$ cat config.mk
export PLATFORM = sky130hd
export DESIGN_NAME = exp_result_fifo
export DESIGN_NICKNAME = d
export VERILOG_FILES = /design/src/rtl/exp_result_fifo.sv
export SDC_FILE = /design/constraint.sdc
export NUM_CORES = 1
export LEC_CHECK = 0
export CORE_AREA = 5 5 88 98
export CTS_CLUSTER_DIAMETER = 200
export DETAILED_ROUTE_END_ITERATION = 7
export DIE_AREA = 0 0 93 103
export MAX_ROUTING_LAYER = met4
export PLACE_DENSITY = 0.83
export RECOVER_POWER = 100
export SLEW_MARGIN = 20
export SYNTH_ARGS = -nofsm -noshare
export SYNTH_HDL_FRONTEND = slang
export SYNTH_SLANG_ARGS = --single-unit
$ cat constraint.sdc
create_clock -name clk -period 1.6 [get_ports clk]
set_input_delay 0.4 -clock clk [delete_from_list [all_inputs] [get_ports clk]]
set_output_delay 0.4 -clock clk [all_outputs]
set_load 0.05 [all_outputs]
$ cat src/rtl/exp_result_fifo.sv
// Result FIFO between the accelerator controller and its consumer: circular buffer with a registered read port, one-cycle read latency.
// No backpressure upstream; writes to a full FIFO are dropped and flagged, reads from an empty FIFO are ignored and flagged.
module exp_result_fifo #(
  parameter int WIDTH = 16,
  parameter int DEPTH = 4,
  parameter int AW    = 2
) (
  input  logic             clk,
  input  logic             rst,
  input  logic             wr_req,
  input  logic [WIDTH-1:0] wr_data,
  input  logic             rd_req,
  input  logic             clr_err,
  output logic [WIDTH-1:0] rd_data,
  output logic             rd_valid,
  output logic             full,
  output logic             empty,
  output logic [AW:0]      count,
  output logic             overflow,
  output logic             underflow
);

  typedef enum logic [1:0] {
    S_EMPTY   = 2'd0,
    S_PARTIAL = 2'd1,
    S_FULL    = 2'd2
  } state_t;

  localparam logic [AW:0] CNT_ONE  = (AW+1)'(1);
  localparam logic [AW:0] CNT_LAST = (AW+1)'(DEPTH - 1);

  state_t           state;
  state_t           state_nxt;
  logic [WIDTH-1:0] mem [DEPTH];
  logic [AW-1:0]    wp;
  logic [AW-1:0]    rp;
  logic [AW:0]      count_nxt;
  logic             rd_acc;
  logic             wr_acc;
  logic             ovf_evt;
  logic             unf_evt;

  // A full FIFO still takes a write when the same-cycle read frees a slot.
  always_comb begin
    rd_acc  = rd_req && !empty;
    wr_acc  = wr_req && (!full || rd_acc);
    ovf_evt = wr_req && !wr_acc;
    unf_evt = rd_req && empty;
  end

  always_comb begin
    count_nxt = count;
    case ({wr_acc, rd_acc})
      2'b10:   count_nxt = count + CNT_ONE;
      2'b01:   count_nxt = count - CNT_ONE;
      default: count_nxt = count;
    endcase
  end

  // full/empty are decodes of this state register, so they track the next-state count.
  always_comb begin
    state_nxt = state;
    case (state)
      S_EMPTY: begin
        if (wr_acc) state_nxt = S_PARTIAL;
      end
      S_PARTIAL: begin
        if (wr_acc && !rd_acc && count == CNT_LAST)
          state_nxt = S_FULL;
        else if (rd_acc && !wr_acc && count == CNT_ONE)
          state_nxt = S_EMPTY;
      end
      S_FULL: begin
        if (rd_acc && !wr_acc) state_nxt = S_PARTIAL;
      end
      default: state_nxt = S_EMPTY;
    endcase
  end

  always_ff @(posedge clk) begin
    if (rst) state <= S_EMPTY;
    else     state <= state_nxt;
  end

  assign full  = (state == S_FULL);
  assign empty = (state == S_EMPTY);

  // Storage is left unreset; empty after reset keeps stale words unreachable.
  always_ff @(posedge clk) begin
    if (!rst && wr_acc) mem[wp] <= wr_data;
  end

  always_ff @(posedge clk) begin
    if (rst) begin
      wp        <= '0;
      rp        <= '0;
      count     <= '0;
      rd_valid  <= 1'b0;
      rd_data   <= '0;
      overflow  <= 1'b0;
      underflow <= 1'b0;
    end else begin
      count    <= count_nxt;
      rd_valid <= rd_acc;
      if (wr_acc) wp <= wp + 1'b1;
      if (rd_acc) begin
        rp      <= rp + 1'b1;
        rd_data <= mem[rp];
      end
      // A new error in the clearing cycle wins over the clear.
      overflow  <= (overflow  && !clr_err) || ovf_evt;
      underflow <= (underflow && !clr_err) || unf_evt;
    end
  end

endmodule
-- Word-level counts from Yosys, hierarchy flattened
Memories as Yosys holds them, arrays and structs flattened. A register that Yosys moved wholly into a read port is not among the register bits.
Index checks and enable logic that the tools add are counted.
- register bits after elaboration: 12
- bits in writable memories: 64
- output and inout bits: 24
- memories kept: 1
- memory list (memory ; depth ; bits a word ; read ports ; clocked after memory_dff ; wr ports ; RTL line ; RTL):
    mem ; 4 ; 16 ; 1 ; 1 ; 1 ; 34 ; logic [WIDTH-1:0] mem [DEPTH];
- add/subtract/negate cells: 4
- eq/ne operators: 9
- multiplexer cells: 8
- reduce and logical (&&, ||, !) cells: 23
- operators with widths (cell ; count):
    logical AND 1 bit ; 11
    two-way mux 2 bit ; 4
    logical NOT 1 bit ; 6
    case mux 2 bit (3 select lines) ; 1
    case mux 3 bit (2 select lines) ; 1
    adder 2 x 1 -> 2 bit, second input constant ; 2
    == test 2 x 1 -> 1 bit, second input constant ; 2
    == test 2 bit, second input constant ; 2
    != test 2 x 1 -> 1 bit, second input constant ; 2
    adder 3 x 1 -> 3 bit, second input constant ; 1
    == test 3 x 1 -> 1 bit, second input constant ; 1
    == test 3 x 2 -> 1 bit, second input constant ; 1
    logical OR 1 bit ; 3
    != test 3 bit, second input constant ; 1
    AND reduction 3 bit ; 1
    subtractor 3 x 1 -> 3 bit, second input constant ; 1
    logical NOT 2 bit ; 1
    two-way mux 1 bit ; 2
    nonzero test 2 bit ; 1

-- Depth between registers and ports, before layout
Gate-level depths: netlist of the first run.
- depth in word-level cells: 11
- gate-level depth with buffers: 6
- depth with buffers taken out: 6

-- Least setup slack after synthesis of the first run
OpenSTA, ideal clock, no wires.
- kind: register -> register
- start: register state[0]
- end: register count[1]
- data arrival time: 1.719 ns
- required time: 1.514 ns
- path slack: -0.204 ns
- stages on the path, launching flop included: 6
- path through: dfxtp_1 -> buf_2 -> nor2_1 -> nor2_1 -> xnor2_1 -> a211oi_1
- longest elaborated chain between the ends: 7
- elaborated cells on any way between the ends: 11
- RTL lines (what ; RTL line ; RTL):
    start: declaration ; 32 ; state_t state;
    start signal: assignment ; 82 ; else state <= state_nxt;
    logical NOT 2 bit (*) ; 86 ; assign empty = (state == S_EMPTY);
    named net empty ; 17 ; output logic empty,
    logical NOT 1 bit (*) ; 45 ; rd_acc = rd_req && !empty;
    logical AND 1 bit (*) ; 45 ;
    logical OR 1 bit ; 46 ; wr_acc = wr_req && (!full || rd_acc);
    logical AND 1 bit ; 46 ;
    == test 2 x 1 -> 1 bit or == test 2 bit (tied branches) ; 53 ; case ({wr_acc, rd_acc})
    case mux 3 bit (2 select lines) or nonzero test 2 bit (tied branches) ; -- ;
    end signal: assignment ; 103 ; count <= count_nxt;
    end: declaration ; 18 ; output logic [AW:0] count,
The timed path passes the listed nets; every way through them passes the cells marked *.
A chain may end at the register's enable or synchronous reset.

-- Final worst setup path of the first run
- start: register state[0]
- end: output empty
- longest elaborated chain between the ends: 1
- RTL lines (what ; RTL line):
    logical NOT 2 bit ; 86
    end: declaration ; 17
No other way between the ends.

==> results of run 1 <==
[area by class of cell]
class	count	area (um^2)	share of cell area (%)
clock inverters	7	75.1	1.71
multi-input cells	125	1020	23.1
clock buffers	9	124	2.82
inverters	8	30.0	0.683
flip-flops and latches	92	2490	56.7
well taps	90	113	2.56
repair buffers	62	544	12.4
[flip-flops by register name, summed over array words and instances, names as in the netlist]
name	flops
mem	64
underflow	1
rp	2
wp	2
count	3
rd_data	16
overflow	1
state	2
rd_valid	1
[worst paths after layout]
check | endpoint | slack [ns] | cells after the start
max | empty | 0.05 | 3
max reg2reg | state[0] | 0.06 | 5
min reg2reg | rd_data[11] | 0.46 | 2
min | overflow | 0.44 | 3
[metal layers]
layer | vias to the layer above | wire (um) | track usage (%)
met2 | 52 | 3680 | 27.1
met4 | 0 | 52 | 5.19
met1 | 1068 | 2900 | 18.1
met5 | - | 0 | -
met3 | 4 | 228 | 3.58
li1 | 992 | - | -
[cell usage after synthesis]
master,instances,area [um^2]
and3b_1,1,8.76
dfxtp_1,28,561
xor2_1,1,8.76
a311oi_1,1,8.76
nand2_1,34,128
nor4_1,1,6.26
edfxtp_1,64,1920
buf_2,7,35.0
o21ba_2,1,10.0
and3_4,1,11.3
buf_1,1,3.75
mux4_2,16,360
a211oi_1,1,7.51
nor2b_1,2,12.5
a311oi_4,1,26.3
buf_4,1,7.51
mux2i_1,1,10.0
inv_1,8,30.0
clkbuf_1,2,7.51
a21oi_1,20,100
nor3b_1,1,7.51
nand2b_1,5,31.3
nor2_1,12,45.0
buf_6,2,22.5
o21ai_0,2,10.0
o31a_1,1,8.76
clkbuf_2,1,5.00
o21ai_2,1,8.76
ha_1,8,100
o21ai_1,1,5.00
and2_1,4,25.0
xnor2_1,4,35.0
o311ai_0,1,8.76
o21a_1,1,7.51
nand3b_1,3,22.5
[worst min-delay path, cell delays in order]
cell and delay (ns):
dlymetal6s2s_1 0.18, nand3b_1 0.11, a21oi_1 0.06
[per-stage QoR]
stage | hold slack, ns | util (%) | instance area [um^2] | std cells | total power, uW
floorplan | 0.499 | - | 3620 | 239 | 3090
global placement | 0.482 | 59.0 | 4520 | 376 | 3390
detailed placement | 0.488 | 59.0 | 4520 | 376 | 3420
CTS | 0.501 | 61.7 | 4730 | 392 | 4920
global route | 0.456 | 57.4 | 4390 | 393 | 5000
finish | 0.441 | 57.4 | 4390 | 393 | 4770
[power by group through the flow]
stage / Combinational [uW] / Sequential (uW) / Clock, uW
2_1_floorplan: 267 / 2830 / 0
3_3_place_gp: 654 / 2740 / 0
3_5_place_dp: 675 / 2750 / 0
4_1_cts: 678 / 2690 / 1550
5_1_grt: 618 / 2680 / 1700
6_report: 571 / 2670 / 1530
[what timing repair did]
| item | CTS | global route |
|---|---|---|
| pin swaps | 0 | 2 |
| setup endpoints to repair | 4 | 69 |
| buffers inserted | 0 | 1 |
| gates resized for setup | 4 | 6 |
| gates cloned | 0 | 0 |
| hold buffers | 0 | 0 |
[cells by family after synthesis]
family                   after synthesis  share of synthesized area (%)
AO/OA/AOI/OAI                         31                           5.58
XOR/XNOR                               5                           1.21
adder cells (fa/ha/maj)                8                           2.77
buffers and inverters                 22                           3.09
flip-flops                            92                           68.8
multiplexers                          17                           10.3
AND/OR/NAND/NOR                       64                           8.26
==> summary.txt, run 1 <==
Critical path
  • Crit path launch: state[0]
  • CP bufs+invs: 2
  • Crit path max-delay cell type: dfxtp_1
  • Largest stage delay on the critical path: 0.33 ns
  • WS Path Type: flip-flop to output pin
  • Reg2reg start: count[0]
  • Crit-path cells: buf_6 > nor2_4 > buf_12
  • Startpoint Class: flip-flop
  • Arrival time at the worst endpoint: 1.15 ns
  • Critical Path End Type: output pin
  • Req. time, crit path: 1.20 ns
  • Top delay family on crit path: flip-flops
  • Max FO, Critical Path: 8

STA
  • Setup violators final: 0
  • Setup TNS: 0 ns
  • Fin worst setup slack: 0.0529 ns
  • Clock Skews: 0.00942 ns
  • Fmax: 646 MHz
  • Final worst-path cycle share: 96.7%
  • Count of pins over their slew limit: 0
  • Final Hold Fails: 0
  • Final worst path period need: 1.55 ns
  • Slew HR: 71.3%
  • Worst Tran Pin Value: 0.431 ns

Cells and area
  • Most common cell after layout, fill and taps aside: edfxtp_1
  • Most frequent cells in the layout: 64 x edfxtp_1, 34 x nand2_1, 25 x dfxtp_1, 20 x a21oi_1, 20 x clkbuf_2
  • Diodes inserted: 0
  • # nets final: 327
  • Share of layout cells above drive strength 1: 28.1%
  • FILL cells: 587
  • P&R area growth vs syn: 21.8%

Yosys
  • Mapped Cells: 239
  • Synth warn: 0
  • Post-synthesis register bit count: 92
  • Seq/Total Area, Yosys: 68.8%
  • Syn Area/Cell: 15.1 um^2
  • Yosys cell types: 35
  • Syn_nets: 268
  • Synthesized area: 3610 um^2

Floorplanning
  • Rows: 34
  • Height of the die: 103 um
  • CORE AREA: 7660 um^2
  • Die width: 93 um
  • IO Count: 45
  • DIE AREA: 9580 um^2
  • Initial Utilization: 47.1%

Clock tree
  • Cts bufs inserted: 9
  • TritonCTS clock tree: yes
  • Clock Path Buffers: 2
  • Worst-Skew Late Latency: 0.35 ns
  • Clock Sinks: 92
  • H-Tree Depth: 3
  • Root Driver: clkbuf_8
  • Clock slew at reported path FFs: 0.09 ns

Hold path
  • Worst hold path type: input port to flip-flop
  • Hold path start: wr_req

Flow run
  • Max-cap violations: 0

Power and ir drop
  • Worst VDD drop: 0.418 mV
  • Cell internal pwr: 3590 uW
  • Clock share of power: 32.0%
  • Flop pwr share: 56.0%
  • Leak: 0.00154 uW
  • Switching pwr: 1180 uW
  • Sw frac: 24.7%
  • Combinational power share: 12.0%
  • PwrDens: 1090 nW/um^2

Place
  • Dpl ws: -0.400 ns
  • Routability cong.: 0.855
  • Input/output buffers: 44
  • Post-DP HPWL: 4810 um

GRT
  • GRT Overall Usage: 15.7%
  • Antenna violations before repair: 0
  • Largest net degree at the start of global routing: 29
  • Vias in the first global route: 2158
  • First-pass GRT wire length: 10900 um
  • GRT overflow: 0

Route
  • Vias: 2116
  • First-pass DRT Iterations: 5
  • Routed Wire Length: 6860 um
  • Via/cell ratio: 5.38
  • Initial drt markers: 131
  • WL/cell: 17.4 um
  • Residual DRC: 0
  • Number of routed nets with antenna violations: 0

Run status
  • Status: complete, no violations
Power figures use the tool's default switching activity.
==> run 2: changes to the inputs <==
SKIP_LAST_GASP = 1   (was unset)
SLEW_MARGIN = unset   (was 20)
==> run 2 against run 1 <==
Against the previous run:
- sequential cell count unchanged
- sequential share of layout area is essentially flat
- register-to-register slack barely moved
- clock power is essentially flat
- worst hold slack got worse by 0.011 ns
- clock skew fell by 0.00099 ns
- power is 0.23% higher
- setup slack worse by 0.033 ns
- die area stayed put
- critical path type unchanged
- largest cell class unchanged
==> summary.txt, run 2 (synthesized netlist as in run 1, its figures left out) <==
Cells and area
  • Most common cell after layout, fill and taps aside: edfxtp_1
  • # nets final: 327 (unchanged)
  • Regs by FF count: mem x64, rd_data x16, count x3
  • Largest reg by FF count: mem
  • Share of layout cells above drive strength 1: 28.1% (unchanged)
  • P&R area growth vs syn: 21.8% (unchanged)
  • Diodes inserted: 0 (unchanged)
  • Design Area, Final: 4390 um^2 (unchanged)
  • Max reg flops: 64 (unchanged)
  • Final cell count without fillers: 393 (unchanged)
  • Most frequent cells in the layout: 64 x edfxtp_1, 34 x nand2_1, 26 x dfxtp_1, 20 x a21oi_1, 20 x clkbuf_2
  • FILL cells: 588 (+0.17%)

Floorplanning
  • DIE AREA: 9580 um^2 (unchanged)
  • Rows: 34 (unchanged)
  • IO Count: 45 (unchanged)
  • Height of the die: 103 um (unchanged)
  • Initial Utilization: 47.1% (unchanged)
  • CORE AREA: 7660 um^2 (unchanged)
  • Die width: 93 um (unchanged)

Route
  • Met3 WL: 177 um (-22%)
  • Initial drt markers: 106 (-19%)
  • Routed Wire Length: 6780 um (-1.2%)
  • M1 wire length: 2870 um (-1.1%)
  • Number of routed nets with antenna violations: 0 (unchanged)
  • First-pass DRT Iterations: 5 (unchanged)
  • Met2 wire len: 3650 um (-0.82%)
  • Residual DRC: 0 (unchanged)
  • Vias: 2094 (-1.0%)
  • Via/cell ratio: 5.33 (-1.0%)
  • DR top layer: met4
  • WL/cell: 17.2 um (-1.2%)

Hold path
  • Worst hold stages: 3 (unchanged)
  • WHS Endpoint: overflow
  • Worst hold path type: input port to flip-flop
  • Hold path start: wr_req

Flow run
  • Max-cap violations: 0 (unchanged)

Place
  • Dpl cell area: 4520 um^2 (unchanged)
  • Dpl cells: 376 (unchanged)
  • Routability cong.: 0.855 (unchanged)
  • Post-DP HPWL: 4810 um (unchanged)
  • Input/output buffers: 44 (unchanged)

GRT
  • GRT Overall Usage: 15.7% (+0.016 points)
  • GRT overflow: 0 (unchanged)
  • First-pass GRT wire length: 11000 um (+0.19%)
  • Vias in the first global route: 2159 (+0.046%)
  • Antenna violations before repair: 0 (unchanged)
  • Largest net degree at the start of global routing: 29 (unchanged)

STA
  • Setup violators final: 0 (unchanged)
  • Final worst-path cycle share: 98.7% (+2.1 points)
  • Count of pins over their slew limit: 0 (unchanged)
  • Fmax: 633 MHz (-2.1%)
  • RSZ-0062 raised after global routing: true
  • Clock Skews: 0.00843 ns (-0.000986 ns)
  • Final Hold Fails: 0 (unchanged)
  • Final worst path period need: 1.58 ns (+0.0329 ns)
  • Worst Tran Pin Value: 0.575 ns (+0.145 ns)
  • Slew HR: 61.7% (-9.6 points)

Critical path
  • Arrival time at the worst endpoint: 1.18 ns (+0.03 ns)
  • Crit path launch: state[0]
  • Startpoint Class: flip-flop
  • RR Endpoint: state[0]
  • Worst Reg-to-Reg Cells: 5 (unchanged)
  • Reg2reg start: count[0]
  • Critical Path End Type: output pin
  • Req. time, crit path: 1.20 ns (about the same)
  • WS Path Type: flip-flop to output pin
  • Max FO, Critical Path: 8 (unchanged)
  • Reg2Reg Setup Slack: 0.07 ns (about the same)

Power and ir drop
  • PwrDens: 1090 nW/um^2 (+0.23%)
  • Leak: 0.00155 uW (+0.30%)
  • Worst VDD drop: 0.417 mV (-0.24%)

Clock tree
  • Clock Path Buffers: 2 (unchanged)
  • Worst-Skew Late Latency: 0.35 ns (about the same)
  • Cts bufs inserted: 9 (unchanged)
  • TritonCTS clock tree: yes
  • Clock slew at reported path FFs: 0.09 ns (about the same)
  • Root Driver: clkbuf_8
  • H-Tree Depth: 3 (unchanged)
  • Clock Sinks: 92 (unchanged)

Run status
  • Status: complete, no violations
==> run 2: changes by cell type in the layout (fill, tap and decap cells not counted) <==
cell / change
and2_0: +1
buf_8: -2
buf_4: +2
dfxtp_1: +1
clkbuf_8: +1
clkbuf_1: -2
buf_6: +1
and2_2: -1
dfxtp_2: -1
==> run 2: final cells by class <==
class	count	area (um^2)	area share, %
clock buffers	9	124	2.82
clock inverters	7	75.1	1.71
inverters	8	30.0	0.683
multi-input cells	125	1020	23.1
flip-flops and latches	92	2490	56.7
well taps	90	113	2.56
repair buffers	62	547	12.4
==> run 2: worst max-delay path by stage <==
stage,end,slack (ns),cells after the start
after floorplan,state[0],0.08,5
after global placement,mem[1][5],-0.31,5
after detailed placement,state[0],-0.40,6
after CTS,empty,-0.008,3
after global routing,empty,-0.04,3
final,empty,0.02,3
==> run 2: metal layers <==
layer,global-route usage (%),vias up
met5,-,-
met4,5.19,0
met3,3.58,9
met2,27.1,38
met1,18.2,1053
li1,-,994
==> run 2: worst max-delay path, stage by stage (launching register included) <==
cell and delay [ns]:
dfxtp_1 0.32, buf_4 0.17, nor2_4 0.18, buf_12 0.16
==> run 2: metrics by stage <==
stage | setup WS, ns | power, uW | utilization, % | TNS (ns) | hold WS, ns
after floorplan | 0.0780 | 3090 | - | 0 | 0.499
after global placement | -0.314 | 3390 | 59.0 | -23.79 | 0.482
after detailed placement | -0.400 | 3420 | 59.0 | -29.31 | 0.488
after CTS | -0.00794 | 4920 | 61.7 | -0.00794 | 0.501
after global routing | -0.0380 | 5010 | 57.4 | -0.0423 | 0.447
final | 0.0200 | 4780 | 57.4 | 0 | 0.430
==> run 2: report_power, final <==
group | internal (uW) | switching, uW | leakage [uW]
sequential | 2630 | 44.5 | 0.000812
combinational | 248 | 332 | 0.000643
clock | 727 | 803 | 0.0000935
total | 3600 | 1180 | 0.00155
==> run 2: what timing repair did <==
action,4_1_cts,5_1_grt
hold buffers,0,0
pin swaps,0,2
buffers inserted,0,1
endpoints found under the setup margin,4,69
resized for setup,4,5
==> run 3: changes to the inputs <==
ABC_CLOCK_PERIOD_IN_PS = 1600   (was unset)
==> results of run 3 <==
Final layout, timing and power as in run 2 (identical DEF).
